$ cat config.mk
export PLATFORM = sky130hd
export DESIGN_NAME = rc5_stream_frontend
export DESIGN_NICKNAME = d
export VERILOG_FILES = /design/src/rtl/rc5_stream_frontend.sv
export SDC_FILE = /design/constraint.sdc
export NUM_CORES = 1
export LEC_CHECK = 0
export ABC_AREA = 1
export CAP_MARGIN = 20
export CORE_MARGIN = 3
export CORE_UTILIZATION = 46
export CTS_CLUSTER_SIZE = 12
export DETAILED_ROUTE_END_ITERATION = 10
export GPL_ROUTABILITY_DRIVEN = 0
export PLACE_DENSITY = 0.84
export SETUP_SLACK_MARGIN = 0.4
export SLEW_MARGIN = 20
export SYNTH_ARGS = -nofsm -noshare
export SYNTH_HDL_FRONTEND = slang
export SYNTH_SLANG_ARGS = --single-unit
$ cat constraint.sdc
create_clock -name clk -period 4.3 [get_ports clk]
set_clock_uncertainty 0.1 [all_clocks]
set_input_delay 1.075 -clock clk [delete_from_list [all_inputs] [get_ports clk]]
set_output_delay 1.075 -clock clk [all_outputs]
set_load 0.03 [all_outputs]
$ cat src/rtl/rc5_stream_frontend.sv
// Byte-stream front end for an RC5-32/12/16 core: loads the key RAM, assembles A/B blocks,
// runs the core with level starts and returns the result. Define RC5_FRONTEND_TIMEOUT_EN for the RUN watchdog.
module rc5_stream_frontend #(
    parameter int W        = 32,
    parameter int B        = 16,
    parameter int B_LENGTH = $clog2(B)
`ifdef RC5_FRONTEND_TIMEOUT_EN
    ,
    parameter int TIMEOUT  = 1024
`endif
) (
    input  logic                clk,
    input  logic                rst,
    input  logic [7:0]          iKey_byte,
    input  logic                iKeyValid,
    output logic                oKeyReady,
    input  logic [7:0]          iData_byte,
    input  logic                iDataValid,
    input  logic                iDecrypt,
    output logic                oDataReady,
    output logic [7:0]          oKey_sub_i,
    output logic [B_LENGTH-1:0] oKey_address,
    output logic                oWen,
    output logic                oCoreRst,
    output logic [W-1:0]        oA,
    output logic [W-1:0]        oB,
    output logic                oStartCipher,
    output logic                oStartDecipher,
    input  logic                iDoneCipher,
    input  logic                iDoneDecipher,
    input  logic [W-1:0]        iResA,
    input  logic [W-1:0]        iResB,
    output logic [W-1:0]        oResA,
    output logic [W-1:0]        oResB,
    output logic                oResValid,
    input  logic                iResReady,
`ifdef RC5_FRONTEND_TIMEOUT_EN
    output logic                oTimeout,
`endif
    output logic                oKeyLoaded
);
    localparam int NBYTES = W / 4;
    localparam int DCNT_W = $clog2(NBYTES);
    localparam logic [B_LENGTH-1:0] KEY_LAST  = B_LENGTH'(B - 1);
    localparam logic [DCNT_W-1:0]   DATA_LAST = DCNT_W'(NBYTES - 1);

    typedef enum logic [2:0] {
        IDLE,
        KEY,
        CORE_RST,
        DATA,
        RUN,
        RESULT
    } state_t;

    state_t              state_q, state_d;
    logic [B_LENGTH-1:0] key_cnt_q, key_idx, key_addr_q;
    logic [DCNT_W-1:0]   data_cnt_q, data_idx;
    logic [2*W-1:0]      blk_q;
    logic [7:0]          key_byte_q;
    logic [W-1:0]        res_a_q, res_b_q;
    logic                mode_q, key_loaded_q, wen_q;
    logic                key_fire, data_fire, done_sel, timeout_hit;

    assign key_fire  = iKeyValid && oKeyReady;
    assign data_fire = iDataValid && oDataReady;
    assign done_sel  = mode_q ? iDoneDecipher : iDoneCipher;

    // A fresh key or block always starts at index 0, whatever the counters hold.
    assign key_idx  = (state_q == IDLE) ? '0 : key_cnt_q;
    assign data_idx = (state_q == IDLE) ? '0 : data_cnt_q;

`ifdef RC5_FRONTEND_TIMEOUT_EN
    localparam int TO_W = $clog2(TIMEOUT + 1);
    logic [TO_W-1:0] run_cnt_q;
    logic            timeout_q;

    assign timeout_hit = (state_q == RUN) && !done_sel && (run_cnt_q == TO_W'(TIMEOUT - 1));

    always_ff @(posedge clk) begin
        if (rst) begin
            run_cnt_q <= '0;
            timeout_q <= 1'b0;
        end else begin
            run_cnt_q <= (state_q == RUN) ? run_cnt_q + 1'b1 : '0;
            if (timeout_hit)
                timeout_q <= 1'b1;
        end
    end

    assign oTimeout = timeout_q;
`else
    assign timeout_hit = 1'b0;
`endif

    // NOTE: registers take non-blocking assignments so every flop samples pre-edge values.
    always_ff @(posedge clk) begin
        if (rst)
            state_q <= IDLE;
        else
            state_q <= state_d;
    end

    // NOTE: every comb output gets a default first so no path can infer a latch.
    always_comb begin
        state_d = state_q;
        unique case (state_q)
            IDLE: begin
                if (key_fire)
                    state_d = KEY;
                else if (data_fire)
                    state_d = DATA;
            end
            KEY:      if (key_fire && key_idx == KEY_LAST) state_d = CORE_RST;
            CORE_RST: state_d = IDLE;
            DATA:     if (data_fire && data_idx == DATA_LAST) state_d = RUN;
            RUN: begin
                if (done_sel)
                    state_d = RESULT;
                else if (timeout_hit)
                    state_d = IDLE;
            end
            RESULT:   if (iResReady) state_d = IDLE;
            default:  state_d = IDLE;
        endcase
    end

    // Key wins a same-cycle tie in IDLE by withholding data ready.
    always_comb begin
        oKeyReady      = 1'b0;
        oDataReady     = 1'b0;
        oCoreRst       = 1'b0;
        oStartCipher   = 1'b0;
        oStartDecipher = 1'b0;
        oResValid      = 1'b0;
        unique case (state_q)
            IDLE: begin
                oKeyReady  = 1'b1;
                oDataReady = key_loaded_q && !iKeyValid;
            end
            KEY:      oKeyReady = 1'b1;
            CORE_RST: oCoreRst = 1'b1;
            DATA:     oDataReady = 1'b1;
            RUN: begin
                oStartCipher   = !mode_q;
                oStartDecipher = mode_q;
            end
            RESULT:   oResValid = 1'b1;
            default: ;
        endcase
    end

    always_ff @(posedge clk) begin
        if (rst) begin
            key_cnt_q    <= '0;
            key_addr_q   <= '0;
            key_byte_q   <= '0;
            wen_q        <= 1'b0;
            key_loaded_q <= 1'b0;
            data_cnt_q   <= '0;
            blk_q        <= '0;
            mode_q       <= 1'b0;
            res_a_q      <= '0;
            res_b_q      <= '0;
        end else begin
            wen_q <= key_fire;
            if (key_fire) begin
                key_byte_q <= iKey_byte;
                key_addr_q <= key_idx;
                key_cnt_q  <= (key_idx == KEY_LAST) ? '0 : key_idx + 1'b1;
            end

            // A new key invalidates the old one; the core reset pulse marks the new one usable.
            if ((key_fire && state_q == IDLE) || timeout_hit)
                key_loaded_q <= 1'b0;
            else if (state_q == CORE_RST)
                key_loaded_q <= 1'b1;

            // Little-endian: byte n lands at bits [8n+7:8n] of {B, A}.
            if (data_fire) begin
                blk_q[{data_idx, 3'b000} +: 8] <= iData_byte;
                data_cnt_q <= (data_idx == DATA_LAST) ? '0 : data_idx + 1'b1;
                if (state_q == IDLE)
                    mode_q <= iDecrypt;
            end

            if (state_q == RUN && done_sel) begin
                res_a_q <= iResA;
                res_b_q <= iResB;
            end
        end
    end

    assign oWen         = wen_q;
    assign oKey_sub_i   = key_byte_q;
    assign oKey_address = key_addr_q;
    assign oKeyLoaded   = key_loaded_q;
    assign oA           = blk_q[W-1:0];
    assign oB           = blk_q[2*W-1:W];
    assign oResA        = res_a_q;
    assign oResB        = res_b_q;

endmodule
==> impl_results.html <==
<table>
<tr><th>Metric</th><th>Value</th></tr>
<tr><th colspan="2">Outcome</th></tr>
<tr><td>Run status</td><td>completed</td></tr>
<tr><th colspan="2">Clock tree</th></tr>
<tr><td>CTS sink count</td><td>153</td></tr>
<tr><td>Maximum root-to-sink buffer count</td><td>2</td></tr>
<tr><td>Maximum level of the CTS H-tree</td><td>4</td></tr>
<tr><td>Number of buffers inserted by hold repair at cts</td><td>0</td></tr>
<tr><td>TritonCTS buffer count</td><td>17</td></tr>
<tr><td>Number of resized instances in the post-cts repair step</td><td>0</td></tr>
<tr><td>Setup bufs post-CTS</td><td>0</td></tr>
<tr><td>Clk_lat worst skew</td><td>0.41 ns</td></tr>
<tr><td>Clock tree from TritonCTS</td><td>done</td></tr>
<tr><td>Clock edge transition at the registers on the reported setup and hold paths</td><td>~0.060 ns</td></tr>
<tr><td>Buffer type at the clock tree root</td><td>clkbuf_16</td></tr>
<tr><th colspan="2">Synthesis</th></tr>
<tr><td>Number of flops mapped to enable cells by yosys</td><td>0</td></tr>
<tr><td>Number of synthesis warnings</td><td>0</td></tr>
<tr><td>Top cell type's share of synthesized area</td><td>between 50% and 60%</td></tr>
<tr><td>Library cell occupying the most area in the post-synthesis netlist</td><td>dfxtp_1</td></tr>
<tr><td>Number of flip-flops and latches in the synthesized netlist</td><td>153</td></tr>
<tr><td>Library cell with the highest instance count after synthesis</td><td>nor2_1</td></tr>
<tr><td>Main area contributors after synthesis</td><td>dfxtp_1 51%, nor2_1 15%, o21ai_0 9.9%, nand2_1 4.3%, a21oi_1 3.9%</td></tr>
<tr><td>Mean post-synth cell area</td><td>7.65 µm²</td></tr>
<tr><td>Post-synth cell types</td><td>29</td></tr>
<tr><td>Cells after Synth</td><td>between 700 and 800</td></tr>
<tr><td>Seq/Total Area, Yosys</td><td>51.3%</td></tr>
<tr><td>Share of synthesized registers carrying an async set or reset</td><td>0%</td></tr>
<tr><td>Most instantiated cells after synthesis</td><td>238 x nor2_1, 153 x dfxtp_1, 118 x o21ai_0</td></tr>
<tr><td>Synthesized netlist net count</td><td>875</td></tr>
<tr><td>Cell area after synthesis</td><td>5970 µm²</td></tr>
<tr><td>Leading register cell type out of synthesis</td><td>dfxtp_1</td></tr>
<tr><th colspan="2">Setup path</th></tr>
<tr><td>Critical Path End Type</td><td>output port</td></tr>
<tr><td>Worst path top cell family by delay</td><td>buffers and inverters</td></tr>
<tr><td>Element type at the critical path start</td><td>input pin</td></tr>
<tr><td>Delay of the slowest cell on the worst path</td><td>0.67 ns</td></tr>
<tr><td>Number of buffer and inverter instances along the worst setup path</td><td>2</td></tr>
<tr><td>Start-to-end type of the worst setup path</td><td>input pin to output port</td></tr>
<tr><td>Register-to-Register Path Depth</td><td>10</td></tr>
<tr><td>Endpoint of the lowest-slack register-to-register path</td><td>blk_q[17]$_SDFFE_PP0P_</td></tr>
<tr><td>Max stage delay cell, worst path</td><td>clkdlybuf4s50_1</td></tr>
<tr><td>Reg-to-reg startpoint</td><td>state_q[1]$_SDFFE_PP0P_</td></tr>
<tr><td>Crit-path most repeated cell</td><td>clkdlybuf4s50_1</td></tr>
<tr><td>CP cell instances</td><td>clkdlybuf4s50_1, nor2_1, nand3_2, nand2_2, clkdlybuf4s50_1</td></tr>
<tr><td>Reg2reg setup slack</td><td>0.91 ns</td></tr>
<tr><td>Data arrival at the endpoint of the critical path</td><td>2.55 ns</td></tr>
<tr><td>Highest net fanout along the worst path</td><td>4</td></tr>
<tr><td>Data required time at the worst endpoint</td><td>approximately 3.1 ns</td></tr>
<tr><th colspan="2">Route</th></tr>
<tr><td>Via density</td><td>a little over 5</td></tr>
<tr><td>Total vias in the final route</td><td>6046</td></tr>
<tr><td>Average detailed-routed wire length per instance</td><td>15.5 µm</td></tr>
<tr><td>Routed metal-1 wirelength</td><td>7010 µm</td></tr>
<tr><td>Routed length on met3</td><td>1910 µm</td></tr>
<tr><td>Remaining DRCs</td><td>0</td></tr>
<tr><td>Initial drt markers</td><td>approximately 470</td></tr>
<tr><td>Uppermost layer routed</td><td>met4</td></tr>
<tr><td>Detail Route met2 WL</td><td>8810 µm</td></tr>
<tr><td>First-pass iteration count of the detailed router</td><td>5</td></tr>
<tr><td>Routed Wire Length</td><td>about 18000 µm</td></tr>
<tr><td>Post-route antenna net violation count</td><td>0</td></tr>
<tr><th colspan="2">STA</th></tr>
<tr><td>Final critical-path required period</td><td>between 3 and 4 ns</td></tr>
<tr><td>Slew Limit Headroom</td><td>between 40 and 50%</td></tr>
<tr><td>Aggregate negative setup slack</td><td>0 ns</td></tr>
<tr><td>Hold Worst Slack</td><td>approximately 0.36 ns</td></tr>
<tr><td>RSZ-0062 raised after global routing</td><td>false</td></tr>
<tr><td>Max-slew violation count</td><td>0</td></tr>
<tr><td>Worst Max-Slew Pin Slew</td><td>around 0.84 ns</td></tr>
<tr><td>Endpoints failing hold</td><td>0</td></tr>
<tr><td>Period utilization</td><td>86.6%</td></tr>
<tr><td>Achievable frequency</td><td>269 MHz</td></tr>
<tr><td># setup viols final</td><td>0</td></tr>
<tr><th colspan="2">Global route</th></tr>
<tr><td>Overall Global Routing Usage</td><td>25.1%</td></tr>
<tr><td>First-pass GRT wire length</td><td>28900 µm</td></tr>
<tr><td>Number of global-route vias before repair</td><td>5819</td></tr>
<tr><td>Pin count of the biggest net entering global routing</td><td>65</td></tr>
<tr><td>GR Overflow Total</td><td>0</td></tr>
<tr><td>Number of antenna violations at the first check in global routing</td><td>0</td></tr>
<tr><th colspan="2">Placement</th></tr>
<tr><td>Cell Count Post-Placement</td><td>roughly 1100</td></tr>
<tr><td>Input/output buffers</td><td>235</td></tr>
<tr><td>HPWL reported at the end of detailed placement</td><td>12800 µm</td></tr>
<tr><td>Area after DPL</td><td>8400 µm²</td></tr>
<tr><th colspan="2">Floorplan</th></tr>
<tr><td>Total die area</td><td>~14000 µm²</td></tr>
<tr><td>Core footprint</td><td>between 10000 and 15000 µm²</td></tr>
<tr><td>Initial standard-cell utilization of the core</td><td>48.3%</td></tr>
<tr><td>Die width</td><td>120 µm</td></tr>
<tr><td>Number of top-level pins</td><td>236</td></tr>
<tr><td>Die Height</td><td>between 100 and 150 µm</td></tr>
<tr><td>Total number of placement rows</td><td>40</td></tr>
<tr><th colspan="2">Hold path</th></tr>
<tr><td>Critical hold path startpoint</td><td>blk_q[41]$_SDFFE_PP0P_</td></tr>
<tr><td>Type of the tightest min-delay check</td><td>register to register</td></tr>
<tr><td>Terminating pin of the worst hold path</td><td>blk_q[41]$_SDFFE_PP0P_</td></tr>
<tr><td>Count of cells along the worst hold path</td><td>2</td></tr>
<tr><th colspan="2">Cells and area</th></tr>
<tr><td>Fraction of layout instances using a drive strength above 1</td><td>6.42%</td></tr>
<tr><td>Antenna diode count</td><td>0</td></tr>
<tr><td>Number of nets in the finished design</td><td>~1100</td></tr>
<tr><td>Filler Cell Count</td><td>972</td></tr>
<tr><td>Number of standard cells in the layout, taps in and fillers out</td><td>1180</td></tr>
<tr><td>Layout overhead on the synthesized area</td><td>51.6%</td></tr>
<tr><td>Core Util, Final</td><td>between 70% and 80%</td></tr>
<tr><td>Final design instance area without fill</td><td>around 9100 µm²</td></tr>
<tr><th colspan="2">Power</th></tr>
<tr><td>Power density relative to cell area</td><td>502 nW/µm²</td></tr>
<tr><td>VDD IR-drop max</td><td>0.302 mV</td></tr>
<tr><td>Static leakage power</td><td>3.62 nW</td></tr>
<tr><th colspan="2">Job</th></tr>
<tr><td>Max-Cap Viols</td><td>0</td></tr>
</table>
==> registers in the layout, indices dropped and copies added, names as in the netlist <==
signal,flops
mode_q,1
oKey_sub_i,8
key_cnt_q,4
data_cnt_q,3
oKey_address,4
oKeyLoaded,1
oResA,32
state_q,3
oWen,1
oResB,32
blk_q,64
==> where the power goes <==
group	total (W)	internal [W]	switching, W
clock network	0.00164	0.00109	0.000552
registers	0.00166	0.00157	0.0000892
logic	0.00125	0.000461	0.000785
==> logic make-up after synthesis <==
group	count (synthesis)	share of synthesized area (%)
xor gates and xnor gates	1	0.147
DFF	153	51.3
adders and majority gates	6	1.26
buffers and inverters	82	6.01
AOI/OAI and AO/OA	169	14.5
and+or+nand+nor	370	26.8
==> metrics by stage <==
| stage | worst slack, ns | total power (W) |
|---|---|---|
| final | 0.576 | 0.00454 |
| after global routing | 0.529 | 0.00475 |
| after CTS | 0.566 | 0.00457 |
| after detailed placement | 0.569 | 0.00293 |
| after global placement | 0.628 | 0.00291 |
| after floorplan | 1.70 | 0.00243 |
==> worst max-delay path by stage <==
| stage | slack (ns) | cells after the start | endpoint | from |
|---|---|---|---|---|
| floorplan | 1.70 | 3 | oDataReady | iKeyValid |
| global placement | 0.63 | 5 | oDataReady | iKeyValid |
| detailed placement | 0.57 | 5 | oDataReady | iKeyValid |
| CTS | 0.57 | 5 | oDataReady | iKeyValid |
| global route | 0.53 | 5 | oDataReady | iKeyValid |
| finish | 0.58 | 5 | oDataReady | iKeyValid |
==> final cells by class <==
| cell class | count | area (µm²) | share of cell area [%] |
|---|---|---|---|
| Timing Repair Buffer | 242 | 2420 | 26.7 |
| Inverter | 40 | 155 | 1.71 |
| Tap cell | 168 | 210 | 2.32 |
| Clock inverter | 8 | 165 | 1.82 |
| Sequential cell | 153 | 3060 | 33.8 |
| Clock buffer | 23 | 488 | 5.39 |
| Multi-Input combinational cell | 546 | 2560 | 28.2 |
==> layout by cell type (no fill, tap or decap), types with 7 or more instances in the layout <==
master	n
clkdlybuf4s50_1	235
o21ai_0	118
nor2_1	238
clkbuf_16	17
nand2_1	69
nand3_1	21
a21oi_1	47
nor2_4	7
inv_1	32
nand4_1	13
nor3_1	8
dfxtp_1	153
inv_2	7
==> layer usage <==
| layer | up-vias | track usage (%) |
|---|---|---|
| met3 | 43 | 10.4 |
| li1 | 2963 | - |
| met2 | 257 | 41.1 |
| met1 | 2783 | 28.7 |
| met5 | - | 0 |
| met4 | 0 | 11.1 |
==> worst min-delay path, cell delays in order (launching register included) <==
cell and delay (ns):
dfxtp_1 0.31, nand2_1 0.06, a21oi_1 0.05
Power figures use the tool's default switching activity.
